File: config.mk
export PLATFORM = sky130hd
export DESIGN_NAME = wptr_full_level_flat
export DESIGN_NICKNAME = d
export VERILOG_FILES = /design/src/rtl/fifo_pkg.sv /design/src/rtl/wptr_full_level_if.sv /design/src/rtl/gray2bin_conv.sv /design/src/rtl/wptr_full_level.sv /design/src/flat_wrapper.sv
export SDC_FILE = /design/constraint.sdc
export NUM_CORES = 1
export LEC_CHECK = 0
export CAP_MARGIN = 20
export CORE_UTILIZATION = 45
export CTS_CLUSTER_SIZE = 20
export DETAILED_ROUTE_END_ITERATION = 8
export PLACE_DENSITY_LB_ADDON = 0.05
export SLEW_MARGIN = 20
export SYNTH_ARGS = -nofsm -noshare
export SYNTH_HDL_FRONTEND = slang
export SYNTH_SLANG_ARGS = --single-unit
File: constraint.sdc
create_clock -name wclk -period 2.3 [get_ports wclk]
set_input_delay 0.46 -clock wclk [delete_from_list [all_inputs] [get_ports wclk]]
set_output_delay 0.46 -clock wclk [all_outputs]
set_load 0.1 [all_outputs]
File: src/rtl/fifo_pkg.sv
// Shared helpers for the dual-clock gray-pointer FIFO (write and read sides).
// Latency: n/a (constants and combinational functions only).
// Backpressure: n/a.
// Contents: FIFO_ADDRSIZE_DEFAULT, bin2gray(), gray2bin().
package fifo_pkg;

    localparam int FIFO_ADDRSIZE_DEFAULT = 8;

    // Both helpers work on a 32-bit carrier and so serve any pointer width up to
    // 32: callers zero-extend on the way in and truncate on the way out. Leading
    // zeros do not change a gray<->binary conversion.
    function automatic logic [31:0] bin2gray(input logic [31:0] b);
        return b ^ (b >> 1);
    endfunction

    function automatic logic [31:0] gray2bin(input logic [31:0] g);
        logic [31:0] b;
        b = g;
        for (int i = 30; i >= 0; i--) begin
            b[i] = b[i+1] ^ g[i];
        end
        return b;
    endfunction

endpackage

File: src/rtl/wptr_full_level_if.sv
// Bundle of write-side FIFO control signals between the write controller and wptr_full_level.
// Latency: n/a (wires only).
// Backpressure: wfull tells the master that further winc pulses are dropped.
// Modports: master drives winc/wq2_rptr/wovf_clr; slave (wptr_full_level) drives the status outputs.
interface wptr_full_level_if
    import fifo_pkg::*;
#(
    parameter int ADDRSIZE = FIFO_ADDRSIZE_DEFAULT
) ();
    logic                winc;
    logic [ADDRSIZE:0]   wq2_rptr;
    logic                wovf_clr;
    logic                wfull;
    logic [ADDRSIZE-1:0] waddr;
    logic [ADDRSIZE:0]   wptr;
    logic [ADDRSIZE:0]   wlevel;
    logic                walmost_full;
    logic                woverflow;

    modport master (
        output winc, wq2_rptr, wovf_clr,
        input  wfull, waddr, wptr, wlevel, walmost_full, woverflow
    );

    modport slave (
        input  winc, wq2_rptr, wovf_clr,
        output wfull, waddr, wptr, wlevel, walmost_full, woverflow
    );

endinterface

File: src/rtl/gray2bin_conv.sv
// Combinational gray-to-binary converter (XOR prefix from the MSB).
// Latency: 0 cycles.
// Backpressure: none.
// Ports: gray_i (W bits, gray code) -> bin_o (W bits, binary).
module gray2bin_conv #(
    parameter int W = 9
) (
    input  logic [W-1:0] gray_i,
    output logic [W-1:0] bin_o
);
    // bin[i] = XOR of gray[W-1:i], built as the XOR of all right shifts.
    always_comb begin
        bin_o = '0;
        for (int i = 0; i < W; i++) begin
            bin_o = bin_o ^ (gray_i >> i);
        end
    end

endmodule

File: src/rtl/wptr_full_level.sv
// Write pointer, gray pointer and full flag for the dual-clock FIFO, plus fill level/almost-full/overflow.
// Latency: every output updates at the edge that accepts the write or samples wq2_rptr.
// Backpressure: writes while wfull are dropped and latched into the sticky woverflow.
// Ports: wclk, wrst_n (async active-low); interface w (slave): winc, wq2_rptr, wovf_clr in;
//        wfull, waddr, wptr, wlevel, walmost_full, woverflow out.
// Macro WPTR_FULL_LEVEL_EN: builds the level and almost-full path; otherwise both are tied to 0.
module wptr_full_level
    import fifo_pkg::*;
#(
    parameter int          ADDRSIZE     = FIFO_ADDRSIZE_DEFAULT,
    parameter int unsigned AFULL_THRESH = (1 << ADDRSIZE) - 4
) (
    input  logic             wclk,
    input  logic             wrst_n,
    wptr_full_level_if.slave w
);
    localparam int PW = ADDRSIZE + 1;

    logic [PW-1:0] wbin_q, wbin_d;
    logic [PW-1:0] wptr_q, wptr_d;
    logic [PW-1:0] rptr_full;
    logic          wfull_q, wfull_d;
    logic          wovf_q, wovf_d;

    always_comb begin
        wbin_d    = wbin_q + PW'(w.winc & ~wfull_q);
        wptr_d    = PW'(bin2gray(32'(wbin_d)));
        // Full when the write pointer is exactly one lap ahead: in gray code that is
        // the read pointer with its top two bits inverted.
        rptr_full = {~w.wq2_rptr[ADDRSIZE -: 2], w.wq2_rptr[ADDRSIZE-2:0]};
        wfull_d   = (wptr_d == rptr_full);
        // A full write sets the flag even when a clear arrives in the same cycle.
        wovf_d    = (w.winc & wfull_q) | (wovf_q & ~w.wovf_clr);
    end

    always_ff @(posedge wclk or negedge wrst_n) begin
        if (!wrst_n) begin
            wbin_q  <= '0;
            wptr_q  <= '0;
            wfull_q <= 1'b0;
            wovf_q  <= 1'b0;
        end else begin
            wbin_q  <= wbin_d;
            wptr_q  <= wptr_d;
            wfull_q <= wfull_d;
            wovf_q  <= wovf_d;
        end
    end

    assign w.wfull     = wfull_q;
    assign w.waddr     = wbin_q[ADDRSIZE-1:0];
    assign w.wptr      = wptr_q;
    assign w.woverflow = wovf_q;

`ifdef WPTR_FULL_LEVEL_EN
    localparam logic [PW-1:0] AFULL_LVL = PW'(AFULL_THRESH);

    logic [PW-1:0] rbin_s;
    logic [PW-1:0] wlevel_q, wlevel_d;
    logic          wafull_q, wafull_d;

    gray2bin_conv #(.W(PW)) u_rptr_conv (
        .gray_i (w.wq2_rptr),
        .bin_o  (rbin_s)
    );

    // Modular difference; the synchronized read pointer lags, so this never under-reports.
    assign wlevel_d = wbin_d - rbin_s;
    assign wafull_d = (wlevel_d >= AFULL_LVL);

    always_ff @(posedge wclk or negedge wrst_n) begin
        if (!wrst_n) begin
            wlevel_q <= '0;
            wafull_q <= 1'b0;
        end else begin
            wlevel_q <= wlevel_d;
            wafull_q <= wafull_d;
        end
    end

    assign w.wlevel       = wlevel_q;
    assign w.walmost_full = wafull_q;
`else
    assign w.wlevel       = '0;
    assign w.walmost_full = 1'b0;
`endif

endmodule
File: src/flat_wrapper.sv
// flat-port wrapper written by rule: the top's interface ports become plain ports
module wptr_full_level_flat import fifo_pkg::*;
#(
    parameter int          ADDRSIZE     = FIFO_ADDRSIZE_DEFAULT,
    parameter int unsigned AFULL_THRESH = (1 << ADDRSIZE) - 4
)
  (wclk, wrst_n, w_winc, w_wq2_rptr, w_wovf_clr, w_wfull, w_waddr, w_wptr, w_wlevel, w_walmost_full, w_woverflow);
  wptr_full_level_if #(.ADDRSIZE(ADDRSIZE)) w_i ();
  input  logic wclk;
  input  logic wrst_n;
  input wire logic [$bits(w_i.winc)-1:0] w_winc;
  input wire logic [$bits(w_i.wq2_rptr)-1:0] w_wq2_rptr;
  input wire logic [$bits(w_i.wovf_clr)-1:0] w_wovf_clr;
  output wire logic [$bits(w_i.wfull)-1:0] w_wfull;
  output wire logic [$bits(w_i.waddr)-1:0] w_waddr;
  output wire logic [$bits(w_i.wptr)-1:0] w_wptr;
  output wire logic [$bits(w_i.wlevel)-1:0] w_wlevel;
  output wire logic [$bits(w_i.walmost_full)-1:0] w_walmost_full;
  output wire logic [$bits(w_i.woverflow)-1:0] w_woverflow;
  assign w_i.winc = w_winc;
  assign w_i.wq2_rptr = w_wq2_rptr;
  assign w_i.wovf_clr = w_wovf_clr;
  assign w_wfull = w_i.wfull;
  assign w_waddr = w_i.waddr;
  assign w_wptr = w_i.wptr;
  assign w_wlevel = w_i.wlevel;
  assign w_walmost_full = w_i.walmost_full;
  assign w_woverflow = w_i.woverflow;
  wptr_full_level #(.ADDRSIZE(ADDRSIZE), .AFULL_THRESH(AFULL_THRESH)) u_core (.wclk(wclk), .wrst_n(wrst_n), .w(w_i));
endmodule
==> metrics <==
later-pin clock latency in the skew report=roughly 0.29 ns; Routability Congestion=between 0.8 and 0.9; Synth Area in Adders=approximately 2.9%; commonest non-fill, non-tap cell in the layout=buf_4; largest net degree at the start of global routing=20; I/O pin count=42; full die area=between 0.003 and 0.004 mm^2; Synth Area in XOR/XNOR=a little over a fifth; Synth area leader=dfrtp_1; vias=about 1100; grt total ovfl=0; Hold Path Depth=3; status=finished, final reports clean; setup tns final=0 ns; clock skew=around 0.004 ns; CP dominant cell by count=ha_4; clock buffer count from CTS=3; Die X-Extent=55.8 um; total clock sinks=19; Iter 0 DRT Violations=22; routed wire length=2710 um; Detail Route Antenna Nets=0; post-synthesis compound-gate area fraction=10.8%; number of global-route vias before repair=between 900 and 1000; Clock Tree Root=clkbuf_4; number of remaining DRC errors=0; clk buf depth=2; Pre-Repair DR Iteration Count=4; initial antenna violation count=0; top post-synthesis cells by area=dfrtp_1 37%, xnor2_1 8.8%, xor2_1 7.4%, buf_4 6.9%, ha_1 2.9%; most frequent cells in the layout=36 x buf_4, 12 x xnor2_1, 12 x dfrtp_1; crit-path cells=nor2b_4 -> ha_4 -> ha_4 -> nand3_4 -> nor2_4 -> xnor3_1 -> a2111o_1 -> nor4_2; Worst-path clk slew=about 0.11 ns; Post-Synth Simple-Gate Area=16.3%; synth warn=0; HP Class=in -> reg; Initial Utilization=approximately 47%; fin crit period=~2.2 ns; unrepaired setup endpoints after global routing=no; final hold vios=0; H-tree Lvls=1; post-DR vias/cell=approximately 5.3; die outline height=roughly 56 um; final net count=between 150 and 200; CTS tree=yes; Slowest-stage cell, CP=dfrtp_4; Max Freq=~0.46 GHz; mapped cell area=0.00130 mm^2; ys flop type=dfrtp_1; final worst-path cycle share=a little over nine tenths; drt wl/cell=around 13 um; gr usage total=roughly a fifth; Worst setup SP type=flop; Crit Path Max Fanout=5; # fillers=235; synthesized netlist cell count=127; #FFs+latches synth=19; Netlist cell types=40; Post-synth EDFFs=0; Worst path max stage delay=roughly 0.51 ns; Final Max Slew Viols=0; mux contribution to synthesized area=1.54%; Crit Path Category=reg -> reg; max_cap viols=0; HPWL Detailed=2120 um; # diodes=0; # rows=19; Critical Path RT=about 2.5 ns; register area share after synthesis=a little over a third; layout cells sized above 1=about 38%; Area Growth Syn to Fin=36.8%; core area=around 0.0028 mm^2; CTS Hold Buffers Added=0; average size of a mapped cell=around 10 um^2; first-pass GRT wire length=about 4600 um; Critical Path Sink Type=flop; largest family of logic cells by synthesized area=XOR/XNOR gates; Yosys top cell area share=36.5%; worst r2r path cells=8; Async S/R FF share, synth=100%; # port buffers=31; final setup violation count=0; CP Data Arrival Time=approximately 2.4 ns
worst paths after layout:
check / startpoint / end / slack, ns
worst max-delay path: u_core.w.wfull / u_core.w.wfull / 0.14
worst min-delay path: w_winc / u_core.w.woverflow / 0.42
worst max register to register: u_core.w.wfull / u_core.w.wfull / 0.14
worst min register to register: u_core.w.woverflow / u_core.w.woverflow / 0.55
max in group asynchronous: wrst_n / u_core.wbin_q[7] / 1.60
min in group asynchronous: wrst_n / u_core.w.wptr[1] / 0.48
metal layers:
| layer | vias up | GRT usage (%) | wire (um) |
|---|---|---|---|
| li1 | 507 | - | - |
| met1 | 508 | 25.9 | 1180 |
| met2 | 43 | 31.5 | 1360 |
| met3 | 8 | 3.26 | 130 |
| met4 | 0 | 6.43 | 40 |
| met5 | - | 0 | 0 |
kinds of logic after synthesis:
kind of cell,count (synthesis)
and+or+nand+nor,35
xor gates and xnor gates,27
AOI/OAI and AO/OA,21
DFF,19
buffers and inverters,19
adders and majority gates,3
muxes,2
other,1
sequential cells by signal, indices dropped and copies added (netlist names):
| name | count |
|---|---|
| u_core.w.wfull | 1 |
| u_core.w.woverflow | 1 |
| u_core.w.wptr | 8 |
| u_core.wbin_q | 9 |
synth_stat cells, types with 2 or more instances:
library cell	instances
dfrtp_1	19
xnor2_1	13
buf_4	12
xor2_1	11
nand2_1	6
a21oi_1	5
nor2_1	4
o21ai_0	4
a21boi_0	3
and3_1	3
buf_2	3
ha_1	3
nand3_1	3
nor3_1	3
a21o_1	2
and2_1	2
buf_6	2
inv_1	2
mux2i_1	2
nand4_1	2
nor2b_1	2
o21a_1	2
o22ai_1	2
worst max-delay path: cells and delay by family (launching register included):
kind / cells / cell delay (ns)
AOI/OAI and AO/OA: 1 / 0.40
xor gates and xnor gates: 1 / 0.23
adders and majority gates: 2 / 0.31
DFF: 1 / 0.51
and+or+nand+nor: 4 / 0.59
through the flow:
stage / instance area [um^2] / std cells / hold slack (ns) / setup WS (ns) / utilization, %
after global placement: 1660 / 198 / 0.520 / -0.413 / 60.2
final: 1780 / 203 / 0.418 / 0.144 / 64.6
after CTS: 1700 / 202 / 0.487 / 0.00117 / 61.7
after global routing: 1780 / 203 / 0.442 / 0.0234 / 64.6
after detailed placement: 1660 / 198 / 0.534 / -0.440 / 60.2
after floorplan: 1350 / 136 / 0.164 / 0.0184 / -
area by class of cell:
type / count / area, um^2 / share of cell area (%)
clock buffers: 4 / 26.3 / 1.48
flip-flops and latches: 19 / 487 / 27.3
multi-input cells: 98 / 808 / 45.4
repair buffers: 49 / 413 / 23.2
inverters: 2 / 7.51 / 0.422
well taps: 31 / 38.8 / 2.18
repair_timing:
action | in CTS | in global routing
setup endpoints to repair | 2 | 3
buffers inserted | 0 | 1
gates resized for setup | 3 | 17
pin swaps | 0 | 9
Power is left out: the tool's default activity adds up to more than one toggle a clock period on the data nets, which glitch-free logic cannot reach.
